`config.mk`:
```
export PLATFORM = sky130hd
export DESIGN_NAME = datach_barcode_ser
export DESIGN_NICKNAME = d
export VERILOG_FILES = /design/src/rtl/datach_barcode_ser.sv
export SDC_FILE = /design/constraint.sdc
export NUM_CORES = 1
export LEC_CHECK = 0
export ABC_AREA = 1
export CORE_MARGIN = 2
export CORE_UTILIZATION = 35
export CTS_BUF_LIST = sky130_fd_sc_hd__clkbuf_2 sky130_fd_sc_hd__clkbuf_4 sky130_fd_sc_hd__clkbuf_8
export DETAILED_ROUTE_END_ITERATION = 6
export HOLD_SLACK_MARGIN = 0.1
export PLACE_DENSITY = 0.46
export RECOVER_POWER = 25
export SLEW_MARGIN = 20
export SYNTH_ARGS = -nofsm -noshare
export SYNTH_HDL_FRONTEND = slang
export SYNTH_SLANG_ARGS = --single-unit
```
`constraint.sdc`:
```
create_clock -name clk -period 11.18 [get_ports clk]
set_clock_uncertainty 0.2 [all_clocks]
set_input_delay 1.118 -clock clk [delete_from_list [all_inputs] [get_ports clk]]
set_output_delay 1.118 -clock clk [all_outputs]
set_load 0.005 [all_outputs]
```
`src/rtl/datach_barcode_ser.sv`:
```
`default_nettype none
// ============================================================================
// Module   : datach_barcode_ser
// Purpose  : Serialises an EAN-8 / EAN-13 barcode from a 13-digit buffer as a
//            stream of modules (1 = bar), framed by quiet zones. Each module
//            lasts BIT_TICKS pulses of the tick timing base.
// Ports    : clk, rst_n        clock, asynchronous active-low reset
//            tick              one-clk timing pulse
//            dig_we/addr/dat   digit buffer write port (ignored while busy)
//            len13             1 = EAN-13, 0 = EAN-8 (sampled at start)
//            start             one-clk scan request
//            busy              scan in progress
//            bc_out            current module value, registered
//            done              one-clk pulse at end of scan
// Revision : 1.0  initial release
// ============================================================================
module datach_barcode_ser #(
  parameter int BIT_TICKS = 1000,
  parameter int QUIET     = 32
) (
  input  logic       clk,
  input  logic       rst_n,
  input  logic       tick,
  input  logic       dig_we,
  input  logic [3:0] dig_addr,
  input  logic [3:0] dig_dat,
  input  logic       len13,
  input  logic       start,
  output logic       busy,
  output logic       bc_out,
  output logic       done
);

  localparam int TW   = (BIT_TICKS > 1) ? $clog2(BIT_TICKS) : 1;
  localparam int MAXM = (QUIET > 95) ? QUIET : 95;
  localparam int MW   = $clog2(MAXM);

  localparam logic [TW-1:0] TICK_LAST  = TW'(BIT_TICKS - 1);
  localparam logic [MW-1:0] QUIET_LAST = MW'(QUIET - 1);

  typedef enum logic [1:0] {IDLE = 2'd0, LEAD = 2'd1, DATA = 2'd2, TRAIL = 2'd3} state_t;

  state_t        state, state_nx;
  logic [TW-1:0] tick_cnt, tick_cnt_nx;
  logic [MW-1:0] mod_cnt, mod_cnt_nx;
  logic          len13_q, len13_nx;
  logic          bc_nx, done_nx;

  logic [3:0]    dig_buf [0:12];

  // Symbol generator signals
  logic [6:0] sym_idx, rel, left_end, centre_end, right_end;
  logic [2:0] dg, bp;
  logic [3:0] digit;
  logic [5:0] par;
  logic [6:0] code;
  logic       sym_bit;

  // L-code table; out-of-range digit values encode as 0.
  function automatic logic [6:0] lcode(input logic [3:0] d);
    case (d)
      4'd1:    lcode = 7'b0011001;
      4'd2:    lcode = 7'b0010011;
      4'd3:    lcode = 7'b0111101;
      4'd4:    lcode = 7'b0100011;
      4'd5:    lcode = 7'b0110001;
      4'd6:    lcode = 7'b0101111;
      4'd7:    lcode = 7'b0111011;
      4'd8:    lcode = 7'b0110111;
      4'd9:    lcode = 7'b0001011;
      default: lcode = 7'b0001101;
    endcase
  endfunction

  // EAN-13 left-half parity, bit 5 = digit 1, 1 selects the G code.
  function automatic logic [5:0] parity(input logic [3:0] d);
    case (d)
      4'd1:    parity = 6'b001011;
      4'd2:    parity = 6'b001101;
      4'd3:    parity = 6'b001110;
      4'd4:    parity = 6'b010011;
      4'd5:    parity = 6'b011001;
      4'd6:    parity = 6'b011100;
      4'd7:    parity = 6'b010101;
      4'd8:    parity = 6'b010110;
      4'd9:    parity = 6'b011010;
      default: parity = 6'b000000;
    endcase
  endfunction

  function automatic logic [6:0] rev7(input logic [6:0] v);
    for (int i = 0; i < 7; i++) rev7[i] = v[6-i];
  endfunction

  assign busy = (state != IDLE);

  // Buffer is deliberately outside the reset domain so contents survive reset.
  always_ff @(posedge clk) begin
    if (dig_we && !busy && (dig_addr <= 4'd12)) dig_buf[dig_addr] <= dig_dat;
  end

  // Index of the module that becomes current after the next module boundary.
  assign sym_idx    = (state == DATA) ? (mod_cnt[6:0] + 7'd1) : 7'd0;
  assign left_end   = len13_q ? 7'd45 : 7'd31;
  assign centre_end = len13_q ? 7'd50 : 7'd36;
  assign right_end  = len13_q ? 7'd92 : 7'd64;

  always_comb begin
    sym_bit = 1'b0;
    rel     = 7'd0;
    dg      = 3'd0;
    bp      = 3'd0;
    digit   = 4'd0;
    code    = 7'd0;
    par     = parity(dig_buf[0]);
    if (sym_idx < 7'd3) begin
      sym_bit = ~sym_idx[0];                       // guard 101
    end else if (sym_idx < left_end) begin
      rel   = sym_idx - 7'd3;
      dg    = 3'(rel / 7'd7);
      bp    = 3'(rel % 7'd7);
      digit = dig_buf[len13_q ? ({1'b0, dg} + 4'd1) : {1'b0, dg}];
      code  = lcode(digit);
      if (len13_q && par[3'd5 - dg]) code = rev7(~code);
      sym_bit = code[3'd6 - bp];
    end else if (sym_idx < centre_end) begin
      rel     = sym_idx - left_end;
      sym_bit = rel[0];                            // centre 01010
    end else if (sym_idx < right_end) begin
      rel     = sym_idx - centre_end;
      dg      = 3'(rel / 7'd7);
      bp      = 3'(rel % 7'd7);
      digit   = dig_buf[(len13_q ? 4'd7 : 4'd4) + {1'b0, dg}];
      code    = ~lcode(digit);
      sym_bit = code[3'd6 - bp];
    end else begin
      rel     = sym_idx - right_end;
      sym_bit = ~rel[0];                           // guard 101
    end
  end

  // Next-state / output logic
  always_comb begin
    state_nx    = state;
    tick_cnt_nx = tick_cnt;
    mod_cnt_nx  = mod_cnt;
    len13_nx    = len13_q;
    bc_nx       = bc_out;
    done_nx     = 1'b0;
    if (state == IDLE) begin
      if (start) begin
        state_nx    = LEAD;
        tick_cnt_nx = '0;
        mod_cnt_nx  = '0;
        len13_nx    = len13;
        bc_nx       = 1'b0;
      end
    end else if (tick) begin
      if (tick_cnt != TICK_LAST) begin
        tick_cnt_nx = tick_cnt + TW'(1);
      end else begin
        tick_cnt_nx = '0;
        mod_cnt_nx  = mod_cnt + MW'(1);
        case (state)
          LEAD: begin
            if (mod_cnt == QUIET_LAST) begin
              state_nx   = DATA;
              mod_cnt_nx = '0;
              bc_nx      = sym_bit;
            end
          end
          DATA: begin
            if (mod_cnt == (len13_q ? MW'(94) : MW'(66))) begin
              state_nx   = TRAIL;
              mod_cnt_nx = '0;
              bc_nx      = 1'b0;
            end else begin
              bc_nx = sym_bit;
            end
          end
          default: begin
            if (mod_cnt == QUIET_LAST) begin
              state_nx   = IDLE;
              mod_cnt_nx = '0;
              done_nx    = 1'b1;
            end
          end
        endcase
      end
    end
  end

  always_ff @(posedge clk or negedge rst_n) begin
    if (!rst_n) begin
      state    <= IDLE;
      tick_cnt <= '0;
      mod_cnt  <= '0;
      len13_q  <= 1'b0;
      bc_out   <= 1'b0;
      done     <= 1'b0;
    end else begin
      state    <= state_nx;
      tick_cnt <= tick_cnt_nx;
      mod_cnt  <= mod_cnt_nx;
      len13_q  <= len13_nx;
      bc_out   <= bc_nx;
      done     <= done_nx;
    end
  end

endmodule
`default_nettype wire
```
==> flow_metrics.py, run 1 <==
metrics = {
    "synthesis": {
        "cells_taking_the_most_area_after_synthesis": "sky130_fd_sc_hd__edfxtp_1 (26%), sky130_fd_sc_hd__nand2_1 (13%), sky130_fd_sc_hd__nand3_1 (9.3%)",
        "ys_seq_area_share_pct": 34.76,
        "synth_top_area_share_pct": 25.70,
        "post_synth_instance_area_sq_mm": 0.006076,
        "library_cell_with_the_largest_summed_area_after_synthesis": "sky130_fd_sc_hd__edfxtp_1",
        "synth_fp_nets": 870,
        "yosysWarnings": 0,
        "synth_edf_count": 52,
        "syn_avg_cell_area_sq_um": 7.401,
        "synth_cells": 821,
        "dominantRegCellSynth": "sky130_fd_sc_hd__edfxtp_1",
        "synth_seq_cells": 74,
        "async_flop_share_pct": 29.73,
        "netlist-cell-type-count": 52,
    },
    "clock_network": {
        "cts-hold-fix-buffers": 0,
        "clock-sinks": 74,
        "clock_tree_from_tritoncts": "done",
        "postCtsSetupRepairBufs": 0,
        "cts_htree_levels": 3,
        "cts_buffers": 9,
        "clk_path_buf_depth": 2,
        "postCtsResizedCells": 0,
        "cts_root_buffer": "sky130_fd_sc_hd__clkbuf_8",
        "clock_latency_ns": 0.35,
        "clk_pin_slew_ns": 0.08,
    },
    "die": {
        "floorplan.io_pins": 17,
        "start_util_pct": 35.50,
        "std_cell_rows": 48,
        "dieWidth_microns": 135.8,
        "core_sq_mm": 0.01712,
        "chipHeight_microns": 135.8,
        "fp.dieArea_sq_mm": 0.01843,
    },
    "setup_path": {
        "worst-path-buf-inv": 7,
        "crit_family": "adder cells",
        "setup.worst_path.end_class": "flop",
        "cpMaxStageDelayCell": "sky130_fd_sc_hd__o32ai_1",
        "critical_path.startpoint_type": "flop",
        "critPathRequiredTime_ns": 11.28,
        "crit_path_max_incr_delay_ns": 0.58,
        "cpMostUsedCell": "sky130_fd_sc_hd__nand2_1",
        "critical_path_peak_fanout": 17,
        "cp.arrival_ns": 8.31,
        "critical_path_class": "reg2reg",
    },
    "global_routing": {
        "vias_in_the_first_global_route": 5398,
        "antenna_found_initial": 0,
        "grt_max_degree": 27,
        "grt_use_total_pct": 18.98,
        "grt_pass1_wl_mm": 27.69,
        "grt-ovfl-total": 0,
    },
    "routing": {
        "total_detailed_routing_wirelength_mm": 16.59,
        "drt_via_density": 5.246,
        "final_antenna_net_count": 0,
        "post_drt_wl_per_cell_microns": 15.61,
        "detailedRoute.firstIterationViolations": 421,
        "drcViolationCount": 0,
        "drtPass1Iterations": 5,
        "detailroute.via_count": 5576,
    },
    "sta": {
        "worst_slew_margin_rel_pct": 14.41,
        "unrepaired_setup_endpoints_after_global_routing": "false",
        "fin_crit_ns": 8.215,
        "max_clock_freq_mhz": 121.7,
        "tns_ns": 0,
        "holdWs_ns": 0.3396,
        "total_count_of_max_transition_violations_in_the_final_report": 0,
        "tightest_slew_ns": 1.284,
        "final_clock_period_utilization_by_the_worst_path_pct": 73.48,
        "final.setup.worst_slack_ns": 2.965,
        "final-setup-viol-count": 0,
        "finalHoldViolations": 0,
    },
    "placed_design": {
        "dp_worst_setup_slack_ns": 3.137,
        "numPortBuffers": 16,
        "dpl_cell_area_sq_mm": 0.006446,
        "place_hpwl_mm": 12.83,
        "final_weighted_congestion_of_routability_driven_global_placement": 0.9168,
    },
    "power_and_ir_drop": {
        "p_per_area_mw_per_mm2": 87.43,
        "seqPwrFrac_pct": 53.8,
        "power_switching_share_pct": 23.06,
        "share_clk_of_total_power_pct": 39.7,
        "vdd_drop_max_uv": 72.44,
        "power.total_mw": 0.5825,
        "p_comb_share_pct": 6.5,
        "total_switching_power_mw": 0.1343,
        "power.internal_mw": 0.4482,
        "leakagePower_nw": 3.017,
    },
    "outcome": {
        "run_status": "completed",
    },
    "cells_and_area": {
        "layout_common_cells": "sky130_fd_sc_hd__nand2_1 (203), sky130_fd_sc_hd__nand3_1 (113), sky130_fd_sc_hd__inv_1 (97)",
        "nets": 882,
        "n_antenna_cell": 0,
        "final_common_cell": "sky130_fd_sc_hd__nand2_1",
        "layout-drive-gt1-share_pct": 9.308,
        "filler_cell_count": 1764,
        "area_growth_pct": 9.658,
        "final_cell_area_sq_mm": 0.006663,
    },
    "flow_run": {
        "cap_violations": 0,
    },
    "hold_path": {
        "hold_path.class": "reg2reg",
    },
}
==> path summary, 6_finish.rpt <==
check / startpoint / endpoint / slack, ns / depth (start not counted)
worst min-delay path: bc_out / bc_out / 0.34 / 2
worst min register to register: bc_out / bc_out / 0.34 / 2
worst max-delay path: state[0] / bc_out / 2.96 / 47
worst max register to register: state[0] / bc_out / 2.96 / 47
min in group asynchronous: rst_n / tick_cnt[2] / 0.82 / 1
max in group asynchronous: rst_n / tick_cnt[9] / 9.20 / 1
==> cell usage after synthesis, drive strengths merged, types with 8 or more instances <==
master  count
a21oi      26
buf         8
clkbuf      9
dfrtp      22
edfxtp     52
ha         34
inv       103
nand2     224
nand3     127
nand4      12
nor2       64
nor3        8
o21ai      64
o22ai      15
xor2       14
==> sequential cells by signal, indices dropped and copies added, names as in the netlist <==
| name | cells |
|---|---|
| done | 1 |
| state | 2 |
| dig_buf | 52 |
| bc_out | 1 |
| len13_q | 1 |
| tick_cnt | 10 |
| mod_cnt | 7 |
==> stage by stage <==
stage	cells	util (%)
detailed placement	1047	37.66
CTS	1063	38.96
floorplan	821	-
global route	1063	38.93
global placement	1047	37.66
finish	1063	38.93
==> cells by family after synthesis <==
logic type	count (synthesis)	share of synthesized area (%)
AO/OA/AOI/OAI	127	12.54
XOR/XNOR	17	2.451
adder cells (fa/ha/maj)	35	7.331
buffers and inverters	125	8.093
flip-flops	74	34.76
AND/OR/NAND/NOR	443	34.82
==> worst reg2reg max path: cells and delay by family, from the launching register on <==
| family | cells | cell delay [ns] |
|---|---|---|
| AOI/OAI and AO/OA | 8 | 1.85 |
| xor gates and xnor gates | 1 | 0.23 |
| DFF | 1 | 0.41 |
| buffers and inverters | 7 | 0.88 |
| adders and majority gates | 7 | 2.29 |
| and+or+nand+nor | 24 | 2.29 |
==> final cells by class <==
| cell class | instances | area, sq um | area share (%) |
|---|---|---|---|
| inverter | 108 | 405.4 | 6.085 |
| timing repair buffer | 18 | 168.9 | 2.535 |
| multi-input combinational | 622 | 3472 | 52.11 |
| clock inverter | 6 | 91.34 | 1.371 |
| clock buffer | 10 | 131.4 | 1.972 |
| sequential | 74 | 2112 | 31.70 |
| tap | 225 | 281.5 | 4.225 |
==> per-layer routing <==
layer,vias up,wire (microns),track usage [%]
met3,21,623,2.432
met2,133,7508,30.89
li1,2792,-,-
met5,-,0,0
met1,2630,8136,26.51
met4,0,325,5.266
==> power by group through the flow <==
| stage | clock (mW) | combinational (mW) | sequential [mW] |
|---|---|---|---|
| 2_1_floorplan | 0 | 0.0242 | 0.317 |
| 3_3_place_gp | 0 | 0.0373 | 0.318 |
| 3_5_place_dp | 0 | 0.0389 | 0.319 |
| 4_1_cts | 0.239 | 0.0389 | 0.313 |
| 5_1_grt | 0.251 | 0.0434 | 0.315 |
| 6_report | 0.231 | 0.0379 | 0.313 |
No activity file was read; power rests on OpenSTA's default activity.
==> run 2, diff against run 1 <==
PLACE_DENSITY = 0.48   (was 0.46)
clock period = 7.01 ns   (was 11.18 ns; I/O delays follow)
==> run 2 against run 1 <==
Net effect: clock power up 60%; final area up 9.5%; global-route usage down 0.34 points; sequential power up 59%; core utilization up 3.7 points; wire length up 4.0%; maximum frequency up 21%; critical endpoint unchanged; flip-flop and latch count unchanged; clock-buffer cell count unchanged.
==> flow_metrics.py, run 2 (same netlist as run 1, synthesis figures left out) <==
metrics = {
    "global_routing": {
        "grt_max_degree": 27,
        "vias_in_the_first_global_route": 5336,
        "grt-ovfl-total": 0,
        "grt_use_total_pct": 18.64,
        "grt_pass1_wl_mm": 26.97,
        "antenna_found_initial": 0,
    },
    "placed_design": {
        "post-place-cells": 1066,
        "numPortBuffers": 16,
        "final_weighted_congestion_of_routability_driven_global_placement": 0.9003,
        "place_hpwl_mm": 12.75,
        "dp_worst_setup_slack_ns": -0.3307,
    },
    "sta": {
        "final-setup-viol-count": 0,
        "unrepaired_setup_endpoints_after_global_routing": "true",
        "tightest_slew_ns": 1.200,
        "max_clock_freq_mhz": 147.5,
        "fin_crit_ns": 6.778,
        "finalHoldViolations": 0,
        "worst_slew_margin_rel_pct": 20.00,
        "final_clock_period_utilization_by_the_worst_path_pct": 96.69,
        "total_count_of_max_transition_violations_in_the_final_report": 0,
        "final.setup.worst_slack_ns": 0.2317,
    },
    "routing": {
        "drt_via_density": 5.197,
        "detailedRoute.firstIterationViolations": 444,
        "detailroute.via_count": 5722,
        "drcViolationCount": 0,
        "total_detailed_routing_wirelength_mm": 17.25,
        "drtPass1Iterations": 5,
        "post_drt_wl_per_cell_microns": 15.67,
        "final_antenna_net_count": 0,
    },
    "power_and_ir_drop": {
        "leakagePower_nw": 3.228,
        "total_switching_power_mw": 0.2159,
        "p_per_area_mw_per_mm2": 127.6,
        "share_clk_of_total_power_pct": 39.8,
        "power.internal_mw": 0.7151,
        "vdd_drop_max_uv": 130.6,
        "seqPwrFrac_pct": 53.6,
        "p_comb_share_pct": 6.6,
        "power.total_mw": 0.9310,
        "power_switching_share_pct": 23.19,
    },
    "setup_path": {
        "setup.reg_to_reg.worst_slack_ns": 0.23,
        "critical_path_class": "reg2reg",
        "crit_path_max_incr_delay_ns": 0.47,
        "cp.arrival_ns": 6.87,
        "regToRegEndpoint": "bc_out",
        "critical_path_peak_fanout": 6,
        "worstSetupEndpoint": "bc_out",
        "cpMaxStageDelayCell": "sky130_fd_sc_hd__fa_2",
        "crit_path_start": "mod_cnt[1]",
        "worst-path-buf-inv": 10,
        "setup.worst_path.end_class": "flop",
        "crit_cells": 52,
        "crit_family": "simple AND/OR/NAND/NOR gates",
        "critical_path.reg2reg.startpoint": "mod_cnt[1]",
        "critPathRequiredTime_ns": 7.10,
        "reg2reg_depth": 52,
        "critical_path.startpoint_type": "flop",
    },
    "die": {
        "chipHeight_microns": 135.8,
        "core_sq_mm": 0.01712,
        "std_cell_rows": 48,
        "start_util_pct": 35.50,
        "dieWidth_microns": 135.8,
        "floorplan.io_pins": 17,
        "fp.dieArea_sq_mm": 0.01843,
    },
    "cells_and_area": {
        "largest_register_ffs": 52,
        "largest_register_by_flop_count": "dig_buf",
        "final_common_cell": "sky130_fd_sc_hd__nand2_1",
        "nets": 920,
        "n_antenna_cell": 0,
        "final_core_utilization_pct": 42.62,
        "post_layout_nonfiller_instances": 1101,
        "reg.largest.list": "dig_buf x52, tick_cnt x10, mod_cnt x7",
        "area_growth_pct": 20.06,
        "layout-drive-gt1-share_pct": 21.00,
        "layout_common_cells": "sky130_fd_sc_hd__nand2_1 (190), sky130_fd_sc_hd__nand3_1 (109), sky130_fd_sc_hd__inv_1 (83)",
    },
    "outcome": {
        "run_status": "completed",
    },
    "clock_network": {
        "clk_path_buf_depth": 2,
        "cts_root_buffer": "sky130_fd_sc_hd__clkbuf_8",
        "cts_htree_levels": 3,
        "clock-sinks": 74,
        "clock_tree_from_tritoncts": "done",
        "cts-hold-fix-buffers": 0,
        "clock_latency_ns": 0.35,
        "cts_buffers": 9,
        "clk_pin_slew_ns": 0.09,
    },
    "flow_run": {
        "cap_violations": 0,
    },
    "hold_path": {
        "hold_depth": 2,
        "hold_path.class": "reg2reg",
    },
}
run 2: cell count changes in the layout (fill, tap and decap cells not counted), sizes merged:
| cell | before | now |
|---|---|---|
| clkinv | 9 | 6 |
| clkinvlp | 0 | 3 |
| dlygate4sd3 | 3 | 2 |
| clkdlybuf4s50 | 12 | 13 |
| buf | 2 | 40 |
run 2: worst min path at each step:
stage	from	slack [ns]	endpoint
6_report	bc_out	0.33	bc_out
5_1_grt	bc_out	0.40	bc_out
4_1_cts	bc_out	0.35	bc_out
3_5_place_dp	bc_out	0.33	bc_out
3_3_place_gp	tick_cnt[3]	0.33	tick_cnt[3]
2_1_floorplan	rst_n	0.21	bc_out
run 2: metal layers:
metal | vias to the layer above | GRT usage [%] | share of wire [%]
met5 | - | 0 | 0
met4 | 0 | 5.961 | 2.4
met3 | 29 | 2.806 | 4.3
met2 | 151 | 30.50 | 46
met1 | 2672 | 25.35 | 47
li1 | 2870 | - | -
run 2: final cells by class:
| cell class | instances | area [sq um] |
|---|---|---|
| clock buffers | 10 | 131.4 |
| clock inverters | 6 | 90.09 |
| fillers | 1727 | 9822 |
| inverters | 108 | 415.4 |
| multi-input cells | 622 | 3781 |
| flip-flops and latches | 74 | 2115 |
| well taps | 225 | 281.5 |
| repair buffers | 56 | 480.5 |
run 2: timing repair:
item	CTS	global route
endpoints found under the setup margin	1	1
setup buffers	4	15
pin swaps	3	46
gates resized for setup	11	92
run 2: power by group through the flow:
stage          clock network (mW)  logic, mW  registers [mW]
6_report                    0.370     0.0613           0.499
5_1_grt                     0.398     0.0699           0.502
4_1_cts                     0.380     0.0626           0.499
3_5_place_dp                    0     0.0624           0.508
3_3_place_gp                    0     0.0595           0.508
2_1_floorplan                   0     0.0385           0.506
run 2: stage by stage:
| step | cell area [sq um] | hold WS (ns) | setup TNS (ns) |
|---|---|---|---|
| after floorplan | 6076 | 0.2054 | 0 |
| after global placement | 6589 | 0.3316 | 0 |
| after detailed placement | 6589 | 0.3347 | -0.3307 |
| after CTS | 6885 | 0.3524 | 0 |
| after global routing | 7295 | 0.3980 | -0.1722 |
| final | 7295 | 0.3306 | 0 |
run 2: worst register-to-register path: cells and delay by family, from the launching register on:
kind / cells / cell delay [ns]
simple gates: 24 / 2.12
fa+ha+maj: 7 / 1.65
compound gates: 10 / 1.23
buf+inv: 10 / 0.93
flops: 1 / 0.45
xor+xnor: 1 / 0.16
